### src/rtl/ysyx_23060236_ifu_pf_if.sv
// Bundle of IFU fetch-side signals: AXI read channel, icache lookup/refill
// ports, backend redirect and the instruction-queue output to the decoder.
interface ysyx_23060236_ifu_pf_if #(
    parameter int unsigned ICACHE_AW = 25
);
    logic [31:0]          ifu_araddr;
    logic                 ifu_arvalid;
    logic                 ifu_arready;
    logic [1:0]           ifu_arburst;
    logic [3:0]           ifu_arlen;
    logic [31:0]          ifu_rdata;
    logic [1:0]           ifu_rresp;
    logic                 ifu_rvalid;
    logic                 ifu_rready;
    logic                 ifu_rlast;
    logic [ICACHE_AW-1:0] icache_araddr;
    logic [31:0]          icache_rdata;
    logic                 icache_hit;
    logic [ICACHE_AW-1:0] icache_awaddr;
    logic [31:0]          icache_wdata;
    logic                 icache_wvalid;
    logic                 redirect_valid;
    logic [31:0]          redirect_addr;
    logic                 idu_valid;
    logic                 idu_ready;
    logic [31:0]          idu_inst;
    logic [31:0]          idu_pc;
    logic                 idu_err;

    modport master (
        output ifu_araddr, ifu_arvalid, ifu_arburst, ifu_arlen, ifu_rready,
               icache_araddr, icache_awaddr, icache_wdata, icache_wvalid,
               idu_valid, idu_inst, idu_pc, idu_err,
        input  ifu_arready, ifu_rdata, ifu_rresp, ifu_rvalid, ifu_rlast,
               icache_rdata, icache_hit, redirect_valid, redirect_addr, idu_ready
    );

    modport slave (
        input  ifu_araddr, ifu_arvalid, ifu_arburst, ifu_arlen, ifu_rready,
               icache_araddr, icache_awaddr, icache_wdata, icache_wvalid,
               idu_valid, idu_inst, idu_pc, idu_err,
        output ifu_arready, ifu_rdata, ifu_rresp, ifu_rvalid, ifu_rlast,
               icache_rdata, icache_hit, redirect_valid, redirect_addr, idu_ready
    );
endinterface

### src/rtl/ysyx_23060236_ifu_pf.sv
// Instruction prefetch unit: looks up the icache, refills whole lines over an
// AXI INCR burst on a miss, and queues fetched instructions for the decoder.
module ysyx_23060236_ifu_pf #(
    parameter logic [31:0] ENTRY_ADDR = 32'h3000_0000,
    parameter int unsigned BLK_WORDS  = 8,
    parameter int unsigned FIFO_DEPTH = 4,
    parameter int unsigned ICACHE_AW  = 25
) (
    input  logic                          clk_i,
    input  logic                          rst_ni,
    ysyx_23060236_ifu_pf_if.master        bus_io
);
    localparam int unsigned BW  = $clog2(BLK_WORDS);
    localparam int unsigned Off = BW + 2;
    localparam int unsigned PW  = $clog2(FIFO_DEPTH);
    localparam int unsigned CW  = $clog2(FIFO_DEPTH + 1);

    typedef enum logic [2:0] {StReq, StChk, StAr, StR, StHalt} state_e;

    state_e        state_q, state_d;
    logic [31:0]   fetch_pc_q, fetch_pc_d;
    logic [31:0]   araddr_q, araddr_d;   // line base latched at miss, stable through burst
    logic [BW-1:0] beat_q, beat_d;
    logic          err_q, err_d;         // sticky burst error
    logic          drop_q, drop_d;       // burst outlived a redirect, discard its outcome
    logic          done_q, done_d;       // error burst finished, waiting for queue space

    logic [CW-1:0] count_q;
    logic [PW-1:0] rd_ptr_q, wr_ptr_q;
    logic [31:0]   mem_pc_q   [FIFO_DEPTH];
    logic [31:0]   mem_inst_q [FIFO_DEPTH];
    logic          mem_err_q  [FIFO_DEPTH];

    logic          full, pop, push, push_err, wvalid, beat_bad;
    logic [31:0]   push_inst;

    assign full = (count_q == CW'(FIFO_DEPTH));
    assign pop  = (count_q != '0) && bus_io.idu_ready;

    function automatic logic [PW-1:0] ptr_inc(input logic [PW-1:0] p);
        return (p == PW'(FIFO_DEPTH - 1)) ? '0 : p + PW'(1);
    endfunction

    // Next-state logic for the fetch FSM; redirect overrides everything at the end
    always_comb begin
        state_d    = state_q;
        fetch_pc_d = fetch_pc_q;
        araddr_d   = araddr_q;
        beat_d     = beat_q;
        err_d      = err_q;
        drop_d     = drop_q;
        done_d     = done_q;
        push       = 1'b0;
        push_err   = 1'b0;
        push_inst  = 32'h0;
        wvalid     = 1'b0;
        beat_bad   = 1'b0;
        unique case (state_q)
            StReq: state_d = StChk;
            StChk: begin
                if (bus_io.icache_hit) begin
                    if (!full) begin
                        push       = 1'b1;
                        push_inst  = bus_io.icache_rdata;
                        fetch_pc_d = fetch_pc_q + 32'd4;
                    end
                    state_d = StReq;
                end else begin
                    araddr_d = {fetch_pc_q[31:Off], {Off{1'b0}}};
                    state_d  = StAr;
                end
            end
            StAr: begin
                if (bus_io.ifu_arready) state_d = StR;
            end
            StR: begin
                if (done_q) begin
                    if (drop_q) begin
                        state_d = StReq;
                    end else if (!full) begin
                        push     = 1'b1;
                        push_err = 1'b1;
                        state_d  = StHalt;
                    end
                end else if (bus_io.ifu_rvalid) begin
                    beat_bad = (bus_io.ifu_rresp != 2'b00);
                    wvalid   = !beat_bad;
                    err_d    = err_q | beat_bad;
                    beat_d   = bus_io.ifu_rlast ? '0 : beat_q + BW'(1);
                    if (bus_io.ifu_rlast) begin
                        if (drop_q || !(err_q || beat_bad)) begin
                            state_d = StReq;
                        end else if (!full) begin
                            push     = 1'b1;
                            push_err = 1'b1;
                            state_d  = StHalt;
                        end else begin
                            done_d = 1'b1;
                        end
                    end
                end
                if (state_d != StR) begin
                    err_d  = 1'b0;
                    drop_d = 1'b0;
                    done_d = 1'b0;
                end
            end
            StHalt: state_d = StHalt;
            default: state_d = StReq;
        endcase

        if (bus_io.redirect_valid) begin
            fetch_pc_d = bus_io.redirect_addr & ~32'h3;
            push       = 1'b0;
            // A live burst must still drain on the bus; anything else restarts now
            if (state_q == StAr || (state_q == StR && state_d == StR && !done_q)) begin
                drop_d = 1'b1;
            end else begin
                state_d = StReq;
                err_d   = 1'b0;
                drop_d  = 1'b0;
                done_d  = 1'b0;
            end
        end
    end

    // FSM and fetch-control registers
    always_ff @(posedge clk_i or negedge rst_ni) begin
        if (!rst_ni) begin
            state_q    <= StReq;
            fetch_pc_q <= ENTRY_ADDR;
            araddr_q   <= {ENTRY_ADDR[31:Off], {Off{1'b0}}};
            beat_q     <= '0;
            err_q      <= 1'b0;
            drop_q     <= 1'b0;
            done_q     <= 1'b0;
        end else begin
            state_q    <= state_d;
            fetch_pc_q <= fetch_pc_d;
            araddr_q   <= araddr_d;
            beat_q     <= beat_d;
            err_q      <= err_d;
            drop_q     <= drop_d;
            done_q     <= done_d;
        end
    end

    // Queue occupancy and pointers; redirect flushes regardless of push/pop
    always_ff @(posedge clk_i or negedge rst_ni) begin
        if (!rst_ni) begin
            count_q  <= '0;
            rd_ptr_q <= '0;
            wr_ptr_q <= '0;
        end else if (bus_io.redirect_valid) begin
            count_q  <= '0;
            rd_ptr_q <= '0;
            wr_ptr_q <= '0;
        end else begin
            if (push) wr_ptr_q <= ptr_inc(wr_ptr_q);
            if (pop)  rd_ptr_q <= ptr_inc(rd_ptr_q);
            count_q <= count_q + CW'(push) - CW'(pop);
        end
    end

    // Queue storage; validity is tracked by count_q so no reset is needed
    always_ff @(posedge clk_i) begin
        if (push) begin
            mem_pc_q[wr_ptr_q]   <= fetch_pc_q;
            mem_inst_q[wr_ptr_q] <= push_inst;
            mem_err_q[wr_ptr_q]  <= push_err;
        end
    end

    assign bus_io.ifu_araddr    = araddr_q;
    assign bus_io.ifu_arvalid   = (state_q == StAr);
    assign bus_io.ifu_arburst   = 2'b01;
    assign bus_io.ifu_arlen     = 4'(BLK_WORDS - 1);
    assign bus_io.ifu_rready    = (state_q == StR);
    assign bus_io.icache_araddr = fetch_pc_q[ICACHE_AW-1:0];
    assign bus_io.icache_awaddr = araddr_q[ICACHE_AW-1:0] + ICACHE_AW'({beat_q, 2'b00});
    assign bus_io.icache_wdata  = bus_io.ifu_rdata;
    assign bus_io.icache_wvalid = wvalid;
    assign bus_io.idu_valid     = (count_q != '0);
    assign bus_io.idu_inst      = mem_inst_q[rd_ptr_q];
    assign bus_io.idu_pc        = mem_pc_q[rd_ptr_q];
    assign bus_io.idu_err       = mem_err_q[rd_ptr_q];
endmodule

### src/flat_wrapper.sv
// flat-port wrapper written by rule: the top's interface ports become plain ports
module ysyx_23060236_ifu_pf_flat 
#(
    parameter logic [31:0] ENTRY_ADDR = 32'h3000_0000,
    parameter int unsigned BLK_WORDS  = 8,
    parameter int unsigned FIFO_DEPTH = 4,
    parameter int unsigned ICACHE_AW  = 25
)
  (clk_i, rst_ni, bus_io_ifu_araddr, bus_io_ifu_arvalid, bus_io_ifu_arburst, bus_io_ifu_arlen, bus_io_ifu_rready, bus_io_icache_araddr, bus_io_icache_awaddr, bus_io_icache_wdata, bus_io_icache_wvalid, bus_io_idu_valid, bus_io_idu_inst, bus_io_idu_pc, bus_io_idu_err, bus_io_ifu_arready, bus_io_ifu_rdata, bus_io_ifu_rresp, bus_io_ifu_rvalid, bus_io_ifu_rlast, bus_io_icache_rdata, bus_io_icache_hit, bus_io_redirect_valid, bus_io_redirect_addr, bus_io_idu_ready);
  ysyx_23060236_ifu_pf_if #(.ICACHE_AW(ICACHE_AW)) bus_io_i ();
  input  logic clk_i;
  input  logic rst_ni;
  output wire logic [$bits(bus_io_i.ifu_araddr)-1:0] bus_io_ifu_araddr;
  output wire logic [$bits(bus_io_i.ifu_arvalid)-1:0] bus_io_ifu_arvalid;
  output wire logic [$bits(bus_io_i.ifu_arburst)-1:0] bus_io_ifu_arburst;
  output wire logic [$bits(bus_io_i.ifu_arlen)-1:0] bus_io_ifu_arlen;
  output wire logic [$bits(bus_io_i.ifu_rready)-1:0] bus_io_ifu_rready;
  output wire logic [$bits(bus_io_i.icache_araddr)-1:0] bus_io_icache_araddr;
  output wire logic [$bits(bus_io_i.icache_awaddr)-1:0] bus_io_icache_awaddr;
  output wire logic [$bits(bus_io_i.icache_wdata)-1:0] bus_io_icache_wdata;
  output wire logic [$bits(bus_io_i.icache_wvalid)-1:0] bus_io_icache_wvalid;
  output wire logic [$bits(bus_io_i.idu_valid)-1:0] bus_io_idu_valid;
  output wire logic [$bits(bus_io_i.idu_inst)-1:0] bus_io_idu_inst;
  output wire logic [$bits(bus_io_i.idu_pc)-1:0] bus_io_idu_pc;
  output wire logic [$bits(bus_io_i.idu_err)-1:0] bus_io_idu_err;
  input wire logic [$bits(bus_io_i.ifu_arready)-1:0] bus_io_ifu_arready;
  input wire logic [$bits(bus_io_i.ifu_rdata)-1:0] bus_io_ifu_rdata;
  input wire logic [$bits(bus_io_i.ifu_rresp)-1:0] bus_io_ifu_rresp;
  input wire logic [$bits(bus_io_i.ifu_rvalid)-1:0] bus_io_ifu_rvalid;
  input wire logic [$bits(bus_io_i.ifu_rlast)-1:0] bus_io_ifu_rlast;
  input wire logic [$bits(bus_io_i.icache_rdata)-1:0] bus_io_icache_rdata;
  input wire logic [$bits(bus_io_i.icache_hit)-1:0] bus_io_icache_hit;
  input wire logic [$bits(bus_io_i.redirect_valid)-1:0] bus_io_redirect_valid;
  input wire logic [$bits(bus_io_i.redirect_addr)-1:0] bus_io_redirect_addr;
  input wire logic [$bits(bus_io_i.idu_ready)-1:0] bus_io_idu_ready;
  assign bus_io_ifu_araddr = bus_io_i.ifu_araddr;
  assign bus_io_ifu_arvalid = bus_io_i.ifu_arvalid;
  assign bus_io_ifu_arburst = bus_io_i.ifu_arburst;
  assign bus_io_ifu_arlen = bus_io_i.ifu_arlen;
  assign bus_io_ifu_rready = bus_io_i.ifu_rready;
  assign bus_io_icache_araddr = bus_io_i.icache_araddr;
  assign bus_io_icache_awaddr = bus_io_i.icache_awaddr;
  assign bus_io_icache_wdata = bus_io_i.icache_wdata;
  assign bus_io_icache_wvalid = bus_io_i.icache_wvalid;
  assign bus_io_idu_valid = bus_io_i.idu_valid;
  assign bus_io_idu_inst = bus_io_i.idu_inst;
  assign bus_io_idu_pc = bus_io_i.idu_pc;
  assign bus_io_idu_err = bus_io_i.idu_err;
  assign bus_io_i.ifu_arready = bus_io_ifu_arready;
  assign bus_io_i.ifu_rdata = bus_io_ifu_rdata;
  assign bus_io_i.ifu_rresp = bus_io_ifu_rresp;
  assign bus_io_i.ifu_rvalid = bus_io_ifu_rvalid;
  assign bus_io_i.ifu_rlast = bus_io_ifu_rlast;
  assign bus_io_i.icache_rdata = bus_io_icache_rdata;
  assign bus_io_i.icache_hit = bus_io_icache_hit;
  assign bus_io_i.redirect_valid = bus_io_redirect_valid;
  assign bus_io_i.redirect_addr = bus_io_redirect_addr;
  assign bus_io_i.idu_ready = bus_io_idu_ready;
  ysyx_23060236_ifu_pf #(.ENTRY_ADDR(ENTRY_ADDR), .BLK_WORDS(BLK_WORDS), .FIFO_DEPTH(FIFO_DEPTH), .ICACHE_AW(ICACHE_AW)) u_core (.clk_i(clk_i), .rst_ni(rst_ni), .bus_io(bus_io_i));
endmodule
### config.mk
export PLATFORM = sky130hd
export DESIGN_NAME = ysyx_23060236_ifu_pf_flat
export DESIGN_NICKNAME = d
export VERILOG_FILES = /design/src/rtl/ysyx_23060236_ifu_pf_if.sv /design/src/rtl/ysyx_23060236_ifu_pf.sv /design/src/flat_wrapper.sv
export SDC_FILE = /design/constraint.sdc
export NUM_CORES = 1
export LEC_CHECK = 0
export ABC_AREA = 1
export CORE_ASPECT_RATIO = 0.9
export CORE_MARGIN = 2
export CORE_UTILIZATION = 32
export CTS_BUF_LIST = sky130_fd_sc_hd__clkbuf_16
export CTS_CLUSTER_DIAMETER = 120
export DETAILED_ROUTE_END_ITERATION = 16
export SLEW_MARGIN = 10
export SYNTH_ARGS = -nofsm -noshare
export SYNTH_HDL_FRONTEND = slang
export SYNTH_SLANG_ARGS = --single-unit
### constraint.sdc
create_clock -name clk_i -period 4 [get_ports clk_i]
set_input_delay 0.4 -clock clk_i [delete_from_list [all_inputs] [get_ports clk_i]]
set_output_delay 0.4 -clock clk_i [all_outputs]
set_load 0.01 [all_outputs]
-- Word level (Yosys, flattened, before mapping)
Memory sizes are Yosys's and may differ from the RTL's.
Index checks and enable logic that the tools add are counted.
- equal/unequal tests: 10
- reductions and logical operators: 22
- add/subtract/negate cells: 7
- bitwise gates (word level): 3
- muxes and demuxes: 61
- operators by type and width (cell ; count):
    2-to-1 mux 32 bit ; 7
    2-to-1 mux 3 bit ; 12
    2-to-1 mux 1 bit ; 33
    adder 32 x 3 -> 32 bit (second input constant) ; 1
    adder 25 x 5 -> 25 bit ; 1
    one-hot mux 3 bit (5 select lines) ; 1
    2-to-1 mux 2 bit ; 7
    nonzero test 2 bit ; 7
    equality test 3 x 2 -> 1 bit (second input constant) ; 3
    equality test 3 bit (second input constant) ; 2
    AND reduction 3 bit ; 2
    adder 2 x 1 -> 2 bit (second input constant) ; 2
    equality test 2 bit (second input constant) ; 2
    AND reduction 2 bit ; 2
    adder 3 x 1 -> 3 bit ; 1
    adder 3 x 1 -> 3 bit (second input constant) ; 1
    equality test 3 x 1 -> 1 bit (second input constant) ; 1
    logical AND 1 bit ; 3
    logical NOT 1 bit ; 3
    logical NOT 3 bit ; 1
    logical OR 1 bit ; 3
    != test 3 x 2 -> 1 bit (second input constant) ; 1
    nonzero test 3 bit ; 1
    subtractor 3 x 1 -> 3 bit ; 1
    4 further kinds ; 5
- bits of input ports: 106
- output and inout port bits: 189
- word-level logic and storage cells: 116
- memories kept: 3
- RAM bits: 260
- bits in registers: 75
- memories (memory ; depth ; width ; read ports ; clocked after Yosys merged registers in ; wr ports ; RTL line ; text):
    u_core.mem_inst_q ; 4 ; 32 ; 1 ; 0 ; 1 ; ysyx_23060236_ifu_pf.sv:31 ; logic [31:0] mem_inst_q [FIFO_DEPTH];
    u_core.mem_pc_q ; 4 ; 32 ; 1 ; 0 ; 1 ; ysyx_23060236_ifu_pf.sv:30 ; logic [31:0] mem_pc_q [FIFO_DEPTH];
    u_core.mem_err_q ; 4 ; 1 ; 1 ; 0 ; 1 ; ysyx_23060236_ifu_pf.sv:32 ; logic mem_err_q [FIFO_DEPTH];

-- Depth between registers and ports, before layout
- word-level depth: 16
- gate-level depth with buffers: 13

-- Least setup slack after synthesis
No wires, ideal clock.
- path kind: flip-flop to flip-flop
- from: reg u_core.state_q[0]
- to: mem u_core.mem_err_q[0], enable pin
- period minus slack after synthesis: 4205 ps
- setup time: 484 ps
- arrival time: 3721 ps
- stages on the path, launching flop included: 9
- slack: -205 ps
- buffers on the path: 0
- path through: dfrtp_1 -> nand2_2 -> nor2_4 -> nand2_1 -> nand2_1 -> nand2_2 -> nand2_2 -> nand2_4 -> nor2_1
- cells in the longest elaborated chain, start to end: 5
- elaborated cells between the ends (all ways): 6
- classes of those cells: 2 x eq/ne; 4 x mux
- ends and longest elaborated chain (item ; RTL line ; text):
    start, declared ; ysyx_23060236_ifu_pf.sv:20 ; state_e state_q, state_d;
    start signal, assigned ; ysyx_23060236_ifu_pf.sv:130 ; state_q <= StReq;
    start signal, assigned ; ysyx_23060236_ifu_pf.sv:138 ; state_q <= state_d;
    equality test 3 x 2 -> 1 bit ; -- ;
    net bus_io_ifu_rready ; flat_wrapper.sv:17 ; output wire logic [$bits(bus_io_i.ifu_rready)-1:0] bus_io_ifu_rready;
    one-hot mux 1 bit (2 select lines) ; ysyx_23060236_ifu_pf.sv:58 ; unique case (state_q)
    2-to-1 mux 1 bit ; ysyx_23060236_ifu_pf.sv:112 ; if (bus_io.redirect_valid) begin
    2-to-1 mux 1 bit ; ysyx_23060236_ifu_pf.sv:167 ; if (push) begin
    2-to-1 mux 1 bit (not written as such) ; ysyx_23060236_ifu_pf.sv:170 ; mem_err_q[wr_ptr_q] <= push_err;
    end, declared ; ysyx_23060236_ifu_pf.sv:32 ;
The timed path passes the listed nets, and every way through them passes these cells.

-- Worst setup path in the final report
- from: reg u_core.rd_ptr_q[0]
- to: out bus_io_idu_pc[28]
- cells in the longest elaborated chain, start to end: 1
- ends and longest elaborated chain (item ; RTL line ; text):
    start, declared ; ysyx_23060236_ifu_pf.sv:29 ; logic [PW-1:0] rd_ptr_q, wr_ptr_q;
    start signal, assigned ; ysyx_23060236_ifu_pf.sv:160 ; if (pop) rd_ptr_q <= ptr_inc(rd_ptr_q);
    memory (4 x 32 bit) ; -- ;
    end, declared ; flat_wrapper.sv:24 ; output wire logic [$bits(bus_io_i.idu_pc)-1:0] bus_io_idu_pc;
Every way passes these cells.

==> flow_metrics.env <==
export IMPL_wl_um=37400
export IMPL_fin_crit_ns=3.27
export IMPL_slowest_stage="dfrtp_4"
export IMPL_synth_edf_count=252
export IMPL_rsz0062_at_grt="false"
export IMPL_syn_area_um2=14500
export IMPL_whs_ns=0.438
export IMPL_cts_resized=0
export IMPL_syn_inst=1361
export IMPL_row_count=73
export IMPL_finClkSkew_ns=0.0184
export IMPL_hold_viol_final=0
export IMPL_fp_dieArea_um2=47000
export IMPL_hp_class="in2reg"
export IMPL_io_pins=295
export IMPL_path_class="reg2out"
export IMPL_outcome="finished clean"
export IMPL_gp_congestion=0.828
export IMPL_crit_buf_inv=3
export IMPL_grt_overflow=0
export IMPL_ant_nets=0
export IMPL_grt_use_total_pct=16.0
export IMPL_timing_final_ws_setup_ns=0.729
export IMPL_crit_fanout=32
export IMPL_dp_cells=2053
export IMPL_nNetsFinal=1609
export IMPL_avgSynthCellArea_um2=10.6
export IMPL_setup_violations=0
export IMPL_clkLatencyLatePin_ns=0.54
export IMPL_drt_iter0_markers=557
export IMPL_irDropWorstVdd_uv=307
export IMPL_initial_core_util_pct=32.6
export IMPL_ys_flop_type="edfxtp_1"
export IMPL_slowest_delay_ns=0.61
export IMPL_dpl_instance_area_um2=16700
export IMPL_clk_path_buf_depth=3
export IMPL_fin_area_um2=17900
export IMPL_avgRoutedWirePerCell_um=17.7
export IMPL_dr_pass1_iters=5
export IMPL_die_x_um=228
export IMPL_required_ns=3.60
export IMPL_crit_chain="inv_4 > buf_4 > o21ai_0 > o22ai_1 > clkdlybuf4s50_1"
export IMPL_drive_above_1_share_pct=7.31
export IMPL_ctsHtreeMaxLevel=2
export IMPL_area_growth_synth_to_final_pct=23.8
export IMPL_grt_max_degree=71
export IMPL_via_per_inst=4.66
export IMPL_p_leak_nw=6.80
export IMPL_fmax_mhz=306
export IMPL_diodes=0
export IMPL_yosysSeqAreaShare_pct=64.9
export IMPL_fin_tns_setup_ns=0
export IMPL_post_cts_buffers=0
export IMPL_vias=9875
export IMPL_portBuffers=211
export IMPL_drc_errors=0
export IMPL_stdcell_count=2119
export IMPL_grt_pass1_wl_um=57200
export IMPL_start_kind="register"
export IMPL_antenna_found_initial=1
export IMPL_worst_endpoint_arrival_ns=2.87
export IMPL_yosysWarnings=0
export IMPL_drv_slew=0
export IMPL_dp_hpwl_um=23500
export IMPL_clk_pin_slew_ns=0.06
export IMPL_cts_sinks=325
export IMPL_coreArea_um2=44400
export IMPL_cts_made_buffers=37
export IMPL_clockRootBuffer="clkbuf_16"
export IMPL_power_density_nw_per_um2=638
export IMPL_slew_headroom_pct=37.1
export IMPL_crit_family="buffers and inverters"
export IMPL_async_flop_share_pct=22.5
export IMPL_dp_slack_ns=1.02
export IMPL_fin_crit_sh_pct=81.8
export IMPL_cts_hold_buf=1
export IMPL_first_global_vias=9931
export IMPL_synth_cell_types=34
export IMPL_crit_path_end_kind="output pin"
export IMPL_synth_seq_cells=325
export IMPL_tritoncts="done"
export IMPL_drv_cap=0
export IMPL_chipHeight_um=206
export IMPL_worstMarginPinSlew_ns=0.941
synthesized netlist by cell type, types with 2 or more instances:
library cell  count  share of area (%)
a21oi_1           7               0.24
o21ai_1           7               0.24
a21boi_0         13               0.67
nand3_4           2               0.24
dfrtp_1          69                 12
edfxtp_1        252                 52
nor3_1            3               0.10
ha_1              9               0.78
buf_2            22               0.76
xnor2_1           3               0.18
o22ai_1          64                2.8
inv_2             5               0.13
nor2_1          210                5.4
buf_4            96                5.0
conb_1            2              0.052
nand2_2           7               0.30
a21boi_1          6               0.31
o21ai_0         145                5.0
nand2_1         247                6.4
inv_1            84                2.2
nand3_1          40                1.4
dfstp_2           4               0.73
xor2_1            8               0.48
nor2_4            7               0.54
nor2_2            7               0.30
nand2_4           2               0.16
clkbuf_1         32               0.83
nand4_1           2              0.086
state kept, by name, indices dropped and copies added, names as in the netlist:
name                      count
u_core.drop_q                 1
u_core.mem_pc_q             120
u_core.beat_q                 3
u_core.state_q                3
u_core.wr_ptr_q               2
u_core.bus_io.ifu_araddr     27
u_core.mem_inst_q           128
u_core.mem_err_q              4
u_core.done_q                 1
u_core.fetch_pc_q            30
u_core.err_q                  1
u_core.rd_ptr_q               2
u_core.count_q                3
placed cells by master (no fill, tap or decap), types with 2 or more instances in the layout:
cell type	instances
edfxtp_1	252
nand2_1	247
clkdlybuf4s50_1	210
nor2_1	206
o21ai_0	145
inv_1	92
dfrtp_1	67
o22ai_1	64
nand3_1	40
clkbuf_16	39
conb_1	17
a21boi_0	13
nor2_4	11
ha_1	9
buf_12	9
xor2_1	8
buf_4	8
a21oi_1	7
o21ai_1	7
nor2_2	7
nand2_2	7
a21boi_1	6
inv_2	5
clkinv_1	5
clkinv_2	5
bufinv_16	4
dfstp_2	4
xnor2_1	3
nor3_1	3
nand4_1	2
nand3_4	2
nand2_4	2
layer usage:
metal  track usage [%]  routed length [um]
met1              21.0               17500
met2              26.0               17200
met3              4.34                2050
met4              4.27                 697
met5                 0                  12
kinds of logic (layout without fill, tap and decap cells):
logic type / count (synthesis) / count (layout) / share of synthesized area, %
AND/OR/NAND/NOR: 529 / 529 / 15.1
flip-flops: 325 / 325 / 64.9
AO/OA/AOI/OAI: 245 / 245 / 9.46
buffers and inverters: 239 / 382 / 8.88
XOR/XNOR: 11 / 11 / 0.666
adder cells (fa/ha/maj): 10 / 10 / 0.916
other: 2 / 17 / 0.0519
stage by stage:
stage / total power, mW / util [%]
2_1_floorplan: 6.47 / -
3_3_place_gp: 8.16 / 37.6
3_5_place_dp: 8.22 / 37.6
4_1_cts: 11.6 / 40.4
5_1_grt: 12.1 / 40.4
6_report: 11.4 / 40.4
worst reg2reg max path, cell delays in order (launching register included):
cell,delay [ns]
dfrtp_1,0.43
inv_2,0.11
nand3_4,0.10
nor2_4,0.15
nand2_4,0.33
nand2_2,0.23
nand2_4,0.11
nor2_4,0.42
buf_12,0.30
final cells by class:
cell class | instances | area [um2]
tap | 600 | 751
multi-input combinational | 812 | 3880
fill | 4246 | 26500
clock buffer | 39 | 976
sequential | 325 | 9400
timing repair buffer | 228 | 2350
inverter | 89 | 337
clock inverter | 26 | 223
report_power, final:
group / internal (mW) / switching, mW
clock: 2.01 / 1.31
combinational: 1.57 / 1.91
sequential: 4.16 / 0.463
total: 7.74 / 3.68
final timing paths:
check | to | startpoint | slack [ns] | cells past startpoint
worst max-delay path | bus_io_idu_pc[28] | u_core.rd_ptr_q[0] | 0.73 | 5
worst min-delay path | u_core.fetch_pc_q[7] | bus_io_redirect_addr[7] | 0.44 | 3
worst max register to register | u_core.mem_inst_q[0][23] | u_core.state_q[2] | 1.49 | 8
worst min register to register | u_core.bus_io.ifu_araddr[28] | u_core.bus_io.ifu_araddr[28] | 0.48 | 2
max in group asynchronous | u_core.fetch_pc_q[9] | rst_ni | 2.73 | 3
min in group asynchronous | u_core.bus_io.ifu_araddr[26] | rst_ni | 0.46 | 2
Power figures use the tool's default switching activity.
